[config.mk]
export PLATFORM = sky130hd
export DESIGN_NAME = alu_arbiter
export DESIGN_NICKNAME = d
export VERILOG_FILES = /design/src/rtl/ember_pkg.sv /design/src/rtl/alu_arbiter_rr_picker.sv /design/src/rtl/alu_arbiter.sv
export SDC_FILE = /design/constraint.sdc
export NUM_CORES = 1
export LEC_CHECK = 0
export BUFFER_PORTS_ARGS = -buffer_cell sky130_fd_sc_hd__buf_2
export CORE_AREA = 2 2 323 325
export CTS_CLUSTER_DIAMETER = 120
export DETAILED_ROUTE_END_ITERATION = 6
export DIE_AREA = 0 0 325 327
export GPL_ROUTABILITY_DRIVEN = 0
export PLACE_DENSITY_LB_ADDON = 0.12
export SLEW_MARGIN = 30
export SYNTH_ARGS = -nofsm -noshare
export SYNTH_HDL_FRONTEND = slang
export SYNTH_HIERARCHICAL = 1
export SYNTH_SLANG_ARGS = --single-unit
[constraint.sdc]
create_clock -name clk -period 2.2 [get_ports clk]
set_clock_uncertainty 0.15 [all_clocks]
set_input_delay 0.22 -clock clk [delete_from_list [all_inputs] [get_ports clk]]
set_output_delay 0.22 -clock clk [all_outputs]
set_load 0.005 [all_outputs]
[src/rtl/ember_pkg.sv]
// Shared definitions for the thread-array / shared-ALU glue logic:
// ALU opcode width, flag bit positions and the ALU arbiter state encoding.
package ember_pkg;

  localparam int ALU_OP_W = 8;
  localparam int N_FLAGS  = 6;

  // rsp_flags layout is {zero, carry, overflow, lt, eq, gt}
  localparam int FLG_GT       = 0;
  localparam int FLG_EQ       = 1;
  localparam int FLG_LT       = 2;
  localparam int FLG_OVERFLOW = 3;
  localparam int FLG_CARRY    = 4;
  localparam int FLG_ZERO     = 5;

  typedef enum logic [1:0] {
    ARB_IDLE    = 2'd0,
    ARB_ISSUE   = 2'd1,
    ARB_BUSY    = 2'd2,
    ARB_RELEASE = 2'd3
  } arb_state_t;

endpackage

[src/rtl/alu_arbiter_rr_picker.sv]
// Combinational round-robin picker: first set request strictly after rr_ptr,
// wrapping around. Kept generic so other shared-port arbiters can reuse it.
module rr_picker #(
  parameter int N = 4,
  localparam int IW = (N > 1) ? $clog2(N) : 1
) (
  input  logic [N-1:0]  req,
  input  logic [IW-1:0] rr_ptr,
  output logic [IW-1:0] winner,
  output logic          any
);

  localparam int DW = $clog2(2 * N);

  logic [2*N-1:0] req_dbl;
  logic [DW-1:0]  idx;
  logic [DW-1:0]  idx_wrap;

  // Doubling the vector turns the wrap-around scan into a straight priority scan.
  always_comb begin
    req_dbl  = {req, req};
    winner   = '0;
    any      = 1'b0;
    idx      = '0;
    idx_wrap = '0;
    for (int i = 1; i <= N; i++) begin
      idx = DW'(rr_ptr) + DW'(i);
      if (!any && req_dbl[idx]) begin
        any      = 1'b1;
        idx_wrap = (idx >= DW'(N)) ? idx - DW'(N) : idx;
        winner   = idx_wrap[IW-1:0];
      end
    end
  end

endmodule

[src/rtl/alu_arbiter.sv]
// Round-robin arbiter sharing one ALU among N_THREADS thread cores, with a
// watchdog that aborts an operation the ALU never completes.
//
// state       | meaning
// ------------+-----------------------------------------------------------
// ARB_IDLE    | waiting for any req_valid; picks winner and latches operands
// ARB_ISSUE   | alu_start high for this single cycle; watchdog cleared
// ARB_BUSY    | waiting for alu_done or watchdog terminal count
// ARB_RELEASE | dead cycle so the requester can drop req_valid
module alu_arbiter
  import ember_pkg::*;
#(
  parameter int N_THREADS = 4,
  parameter int DATA_W    = 64,
  parameter int TIMEOUT   = 64
) (
  input  logic                            clk,
  input  logic                            rst,
  input  logic [N_THREADS-1:0]            req_valid,
  input  logic [N_THREADS*ALU_OP_W-1:0]   req_op,
  input  logic [N_THREADS*DATA_W-1:0]     req_a,
  input  logic [N_THREADS*DATA_W-1:0]     req_b,
  output logic [N_THREADS-1:0]            req_done,
  output logic [N_THREADS-1:0]            req_err,
  output logic [DATA_W-1:0]               rsp_res,
  output logic [N_FLAGS-1:0]              rsp_flags,
  output logic                            alu_start,
  output logic [ALU_OP_W-1:0]             alu_op,
  output logic [DATA_W-1:0]               alu_a,
  output logic [DATA_W-1:0]               alu_b,
  input  logic [DATA_W-1:0]               alu_res,
  input  logic                            alu_zero,
  input  logic                            alu_carry,
  input  logic                            alu_overflow,
  input  logic                            alu_lt,
  input  logic                            alu_eq,
  input  logic                            alu_gt,
  input  logic                            alu_done,
  output logic                            busy,
  output logic [$clog2(N_THREADS)-1:0]    grant_id
);

  localparam int IW    = $clog2(N_THREADS);
  localparam int CNT_W = (TIMEOUT > 1) ? $clog2(TIMEOUT) : 1;

  arb_state_t         state;
  logic [IW-1:0]      rr_ptr;
  logic [CNT_W-1:0]   wd_cnt;
  logic [IW-1:0]      pick_winner;
  logic               pick_any;
  logic [N_FLAGS-1:0] alu_flags;

  logic [ALU_OP_W-1:0] op_arr [N_THREADS];
  logic [DATA_W-1:0]   a_arr  [N_THREADS];
  logic [DATA_W-1:0]   b_arr  [N_THREADS];

  for (genvar g = 0; g < N_THREADS; g++) begin : g_split
    assign op_arr[g] = req_op[g*ALU_OP_W +: ALU_OP_W];
    assign a_arr[g]  = req_a[g*DATA_W +: DATA_W];
    assign b_arr[g]  = req_b[g*DATA_W +: DATA_W];
  end

  always_comb begin
    alu_flags               = '0;
    alu_flags[FLG_ZERO]     = alu_zero;
    alu_flags[FLG_CARRY]    = alu_carry;
    alu_flags[FLG_OVERFLOW] = alu_overflow;
    alu_flags[FLG_LT]       = alu_lt;
    alu_flags[FLG_EQ]       = alu_eq;
    alu_flags[FLG_GT]       = alu_gt;
  end

  rr_picker #(.N(N_THREADS)) u_picker (
    .req    (req_valid),
    .rr_ptr (rr_ptr),
    .winner (pick_winner),
    .any    (pick_any)
  );

  always_ff @(posedge clk) begin
    if (rst) begin
      state     <= ARB_IDLE;
      rr_ptr    <= IW'(N_THREADS - 1);
      wd_cnt    <= '0;
      grant_id  <= '0;
      alu_op    <= '0;
      alu_a     <= '0;
      alu_b     <= '0;
      alu_start <= 1'b0;
      busy      <= 1'b0;
      req_done  <= '0;
      req_err   <= '0;
      rsp_res   <= '0;
      rsp_flags <= '0;
    end else begin
      alu_start <= 1'b0;
      req_done  <= '0;
      req_err   <= '0;
      case (state)
        ARB_IDLE: begin
          if (pick_any) begin
            grant_id  <= pick_winner;
            rr_ptr    <= pick_winner;
            alu_op    <= op_arr[pick_winner];
            alu_a     <= a_arr[pick_winner];
            alu_b     <= b_arr[pick_winner];
            alu_start <= 1'b1;
            busy      <= 1'b1;
            state     <= ARB_ISSUE;
          end
        end
        ARB_ISSUE: begin
          wd_cnt <= '0;
          state  <= ARB_BUSY;
        end
        ARB_BUSY: begin
          // Done wins over a watchdog expiry in the same cycle; a requester
          // that dropped req_valid gets no pulse either way.
          if (alu_done) begin
            rsp_res   <= alu_res;
            rsp_flags <= alu_flags;
            if (req_valid[grant_id]) req_done[grant_id] <= 1'b1;
            state <= ARB_RELEASE;
          end else if (wd_cnt == CNT_W'(TIMEOUT - 1)) begin
            if (req_valid[grant_id]) req_err[grant_id] <= 1'b1;
            state <= ARB_RELEASE;
          end else begin
            wd_cnt <= wd_cnt + CNT_W'(1);
          end
        end
        ARB_RELEASE: begin
          busy  <= 1'b0;
          state <= ARB_IDLE;
        end
        default: state <= ARB_IDLE;
      endcase
    end
  end

endmodule

==> run summary, run 1 <==
Worst-Skew Late Latency -> 550 ps
Vias -> 14679
Worst Setup Start Kind -> flop
Final #Nets -> 3173
CP required -> 2480 ps
Die Span Y -> 327 um
Initial DRC count -> 622
Rel. slew slack -> 0.6928
Hold WC Path Type -> input port to flop
H-tree depth -> 2
Cell area after layout -> 24350 um^2
# clock sinks -> 228
CP arrival -> 2560 ps
Mapped Cells -> 1179
Final Max Tran Viols -> 0
Most frequent cells in the layout -> buf_2 (837), dlygate4sd3_1 (491), nand2_1 (408), dfxtp_1 (227), a21oi_1 (188)
Initial core utilization -> 0.1127
Per-cell routed wire length -> 18.83 um
Max Clk Rate -> 0.4382 GHz
Slew of the pin with the lowest slew margin -> 460.8 ps
Clk buf depth -> 3
Syn Nets -> 1806
Largest net degree at the start of global routing -> 55
Crit. End Element -> flop
PD cells -> 959.4 nW/um^2
Yosys Warn Count -> 6
Final WL -> 74600 um
Worst-path clk slew -> 50 ps
Leakage -> 10.62 nW
Total congestion overflow -> 0
Avg Vias per Cell -> 3.706
Unrepaired setup endpoints after global routing -> yes
IO Pins -> 839
Register area share after synthesis -> 0.3937
Row count -> 118
Setup ws final -> -82.07 ps
Cell Area, Placed -> 17810 um^2
CTS tree -> done
Violated checks -> negative setup slack
Total GRT Usage -> 0.1308
Status -> finished with violations
Post-route ant nets -> 0
VDD IR-drop max -> 0.4525 mV
Period utilisation layout -> 1.037
Count of final hold-check violations -> 0
Non-filler cells, final -> 3961
Vias in the first global route -> 15644
Drt drc -> 0
Core Area -> 102900 um^2
Worst Setup Path Type -> flop to flop
Die X -> 325 um
IO Port Bufs -> 838
Yosys reg bits -> 228
Layout cell share with drive strength beyond 1 -> 0.4611
Final min period -> 2282 ps
DP HPWL -> 57160 um
Number of synthesized flops with an enable pin -> 0
Final setup vio count -> 42
Die ar. -> 106300 um^2
# Max-Cap Violations -> 0
CTS Root Cell -> clkbuf_16
Cell area after synthesis -> 11590 um^2
Hold Slack -> 42.42 ps
CTS Buf Count -> 34
Initial antenna violation count -> 32
Dpl cells -> 3382
Synthesized area per cell -> 9.834 um^2
CP Max Fanout -> 8
DR pass1 iterations -> 4
Ys async rst share -> 0
First-pass GRT wire length -> 103000 um
Area Growth Syn to Fin -> 110.0%
Yosys cell types -> 34
Top_reg_cell synth -> dfxtp_1
R2r setup slk -> -80 ps
Commonest non-fill, non-tap cell in the layout -> buf_2
## final timing paths
kind                     to  startpoint  depth (start not counted)
setup / recovery  alu_b[55]   rr_ptr[1]                          9
hold / removal    alu_b[22]  req_b[214]                          4
setup reg to reg  alu_b[55]   rr_ptr[1]                          9
hold reg to reg   alu_b[29]   alu_b[29]                          2
## flip-flops by register name, summed over array words and instances (netlist names), 4 cells and up
signal,cells
alu_a,64
alu_b,64
alu_op,8
req_done,4
req_err,4
rsp_flags,6
rsp_res,64
wd_cnt,6
## per-layer routing
layer	wire, um	up-vias	global-route usage
met4	2669	16	0.05233
li1	-	6912	-
met3	5019	128	0.03700
met2	37710	597	0.2333
met1	29110	7026	0.1463
met5	97	-	0
## worst max-delay path: stages, from the launching register on
cell	delay, ps
dfxtp_2	330
buf_4	140
nand2b_1	170
o221ai_4	90
buf_12	190
buf_16	200
buf_16	170
mux4_2	530
nand2_1	90
a21oi_1	50
## through the flow
stage	setup TNS, ps	total power [mW]	utilization	worst slack, ps
finish	-953.3	23.36	0.2366	-82.07
global route	-10370	25.07	0.2365	-129.2
CTS	-3803	23.66	0.2343	-99.71
detailed placement	-11970	16.58	0.1731	-173.9
global placement	-9590	16.56	0.1731	-156.2
floorplan	0	11.91	-	125.6
## final cells by class
class	count	area (um^2)
Antenna cell	13	32.53
Clock buffer	47	959.7
Clock inverter	11	127.6
Fill cell	11359	78550
Inverter	4	15.01
Multi-Input combinational cell	846	6396
Sequential cell	228	4566
Tap cell	1380	1727
Timing Repair Buffer	1432	10530
## Yosys cell counts (all sizes together), types with 3 or more instances
cell | instances | share of area
nand2 | 428 | 0.14
dfxtp | 228 | 0.39
a21oi | 219 | 0.10
mux4 | 136 | 0.27
buf | 59 | 0.047
clkbuf | 42 | 0.014
nor2 | 15 | 0.0049
ha | 6 | 0.0065
nand2b | 6 | 0.0032
nand3 | 6 | 0.0026
inv | 4 | 0.0013
nor2b | 4 | 0.0022
nand3b | 3 | 0.0019
o21ai | 3 | 0.0016
## cell families (layout without fill, tap and decap cells)
| logic type | Yosys count | in the layout | share of synthesized area |
|---|---|---|---|
| AOI/OAI and AO/OA | 231 | 231 | 0.1123 |
| DFF | 228 | 228 | 0.3937 |
| adders and majority gates | 6 | 6 | 0.006474 |
| buffers and inverters | 105 | 1494 | 0.06140 |
| other | 0 | 13 | 0 |
| and+or+nand+nor | 471 | 471 | 0.1582 |
| muxes | 138 | 138 | 0.2679 |
## where the power goes
group	total (mW)	internal (mW)	switching (mW)	leakage [nW]
clock network	5.46	3.28	2.18	0.538
registers	5.95	5.31	0.635	1.87
logic	12.0	6.02	5.93	8.21
## repair_timing
action | 4_1_cts | 5_1_grt
pin swaps | 33 | 2
gates resized for setup | 46 | 28
gates cloned | 4 | 5
endpoints found under the setup margin | 116 | 135
setup buffers | 4 | 4
hold buffers | 492 | 0
hold endpoints to repair | 202 | 0
Power figures use the tool's default switching activity.
==> inputs of run 2 (changes only) <==
--- a/config.mk
+++ b/config.mk
@@ -6,10 +6,10 @@
 export NUM_CORES = 1
 export LEC_CHECK = 0
 export BUFFER_PORTS_ARGS = -buffer_cell sky130_fd_sc_hd__buf_2
-export CORE_AREA = 2 2 323 325
+export CORE_AREA = 2 2 330 332
 export CTS_CLUSTER_DIAMETER = 120
 export DETAILED_ROUTE_END_ITERATION = 6
-export DIE_AREA = 0 0 325 327
+export DIE_AREA = 0 0 332 334
 export GPL_ROUTABILITY_DRIVEN = 0
 export PLACE_DENSITY_LB_ADDON = 0.12
 export SLEW_MARGIN = 30
==> constraint.sdc (replaced) <==
create_clock -name clk -period 2.8 [get_ports clk]
set_clock_uncertainty 0.15 [all_clocks]
set_input_delay 0.56 -clock clk [delete_from_list [all_inputs] [get_ports clk]]
set_output_delay 0.56 -clock clk [all_outputs]
set_load 0.005 [all_outputs]
==> run summary, run 2 (synthesis gave the netlist of run 1 again) <==
Core Area -> 107800 um^2
R2R depth -> 9
Hold WC Path Type -> input port to flop
Most frequent cells in the layout -> buf_2 (837), nand2_1 (426), dfxtp_1 (228), a21oi_1 (188), mux4_2 (130)
Layout cell share with drive strength beyond 1 -> 0.5474
Crit. End Element -> flop
Top routing layer used -> met5
# clock sinks -> 228
CP Cell Sequence -> nand2b_1 -> a21oi_2 -> o221ai_4 -> buf_12 -> buf_12 -> buf_4 -> mux4_2 -> nand2_1 -> a21oi_1
Sw frac -> 0.3827
CTS Root Cell -> clkbuf_16
Commonest non-fill, non-tap cell in the layout -> buf_2
PD cells -> 898.1 nW/um^2
R2r setup slk -> 360 ps
First-pass GRT wire length -> 93410 um
Final #Nets -> 2635
Setup TNS -> 0 ps
CP Max Fanout -> 18
Crit path max-delay cell type -> mux4_2
Crit path depth -> 9
Hold Path Cell Cnt -> 3
Post-CTS Hold Buffers -> 0
Initial antenna violation count -> 32
Worst-path clk slew -> 50 ps
Count of final hold-check violations -> 0
Leakage -> 8.210 nW
Die Span Y -> 334 um
DP HPWL -> 53730 um
CP arrival -> 2720 ps
Worst R2R Start -> rr_ptr[1]
Wire length on met2 -> 32840 um
Area Growth Syn to Fin -> 61.28%
IO Port Bufs -> 838
Avg Vias per Cell -> 3.571
VDD IR-drop max -> 0.4638 mV
Row count -> 121
Area taken by multi-input logic gates -> 6355 um^2
IO Pins -> 839
Post-cts resize count -> 0
Clk buf depth -> 3
Final min period -> 2436 ps
Largest net degree at the start of global routing -> 73
Worst-Skew Late Latency -> 560 ps
Vias in the first global route -> 13452
P_int -> 10.37 mW
Drt drc -> 0
Post-route ant nets -> 0
Worst Setup Start Kind -> flop
FF/Latch Area -> 4564 um^2
Metal3 WL -> 5825 um
HP Start -> alu_res[4]
Slew of the pin with the lowest slew margin -> 642.0 ps
Worst Setup Path Type -> flop to flop
Total congestion overflow -> 0
WP buf/inv -> 3
Initial DRC count -> 417
H-tree depth -> 2
Worst path max stage delay -> 500 ps
Register share of total power -> 0.281
Period utilisation layout -> 0.8701
# fillers -> 12299
Crit path max-delay family -> buffers and inverters
Worst path most repeated cell -> buf_12
Clk pwr share -> 0.259
Unrepaired setup endpoints after global routing -> no
Layout Utilization -> 0.1735
FF-to-FF End -> alu_a[16]
Max Clk Rate -> 0.4104 GHz
CTS tree -> done
# Max-Cap Violations -> 0
CTS Buf Count -> 35
P_sw -> 6.428 mW
Postcts setup bufs -> 0
Die X -> 332 um
DR pass1 iterations -> 4
Met1 WL -> 25240 um
Regs by FF count -> alu_a (64), alu_b (64), rsp_res (64)
Initial core utilization -> 0.1076
Final Max Tran Viols -> 0
Die ar. -> 110900 um^2
Vias -> 12339
Hold Path End -> rsp_res[4]
Rel. slew slack -> 0.5720
Final setup vio count -> 0
Final WL -> 65610 um
Status -> finished, final reports clean
Per-cell routed wire length -> 18.99 um
CP required -> 3080 ps
Total GRT Usage -> 0.1142
Combinational power share -> 0.460
## run 2: changes by cell type in the layout (fill, tap and decap cells not counted), sizes merged, moves of 2 or more
cell / delta
clkinv: -2
clkbuf: +3
dlygate4sd3: -491
buf: -43
diode: -7
## run 2: worst register-to-register path, stage by stage (launching register included)
cell	delay, ps
dfxtp_1	430
nand2b_1	150
a21oi_2	70
o221ai_4	300
buf_12	190
buf_12	200
buf_4	180
mux4_2	500
nand2_1	80
a21oi_1	60
## run 2: layout make-up
class                           count  share of cell area
Clock buffer                       54             0.05493
Antenna cell                        6           0.0008029
Clock inverter                     10            0.004750
Tap cell                         1414             0.09461
Sequential cell                   228              0.2441
Timing Repair Buffer              893              0.2602
Multi-Input combinational cell    846              0.3398
Inverter                            4           0.0008029
## run 2: worst max-delay path by stage
stage	startpoint	slack, ps	endpoint
after detailed placement	req_valid[2]	3	alu_b[5]
final	rr_ptr[1]	360	alu_a[16]
after global routing	rr_ptr[1]	150	alu_b[5]
after CTS	rr_ptr[1]	280	alu_b[5]
after floorplan	req_valid[2]	500	alu_a[41]
after global placement	req_valid[2]	10	alu_b[5]
## run 2: metal layers
layer / vias up / track usage
li1: 5831 / -
met2: 530 / 0.2028
met1: 5855 / 0.1261
met4: 18 / 0.03172
met3: 105 / 0.04430
met5: - / 0
## run 2: power by group through the flow
stage / Sequential, mW / Clock (mW) / Combinational, mW
detailed placement: 4.80 / 0 / 8.05
CTS: 4.74 / 4.62 / 8.07
floorplan: 4.77 / 0 / 4.59
global route: 4.86 / 4.74 / 8.57
finish: 4.72 / 4.35 / 7.73
global placement: 4.79 / 0 / 8.05
## run 2: metrics by stage
step           total power, mW  std cells  area, um^2  worst slack, ps  hold WS, ps
2_1_floorplan            9.356       1179       11590            504.4        294.8
3_3_place_gp             12.84       3385       17570            10.61        289.2
6_report                 16.79       3455       18700            363.6        88.74
4_1_cts                  17.44       3449       18690            283.4        13.12
3_5_place_dp             12.85       3385       17570            3.142        292.9
5_1_grt                  18.17       3451       18690            152.1        52.92
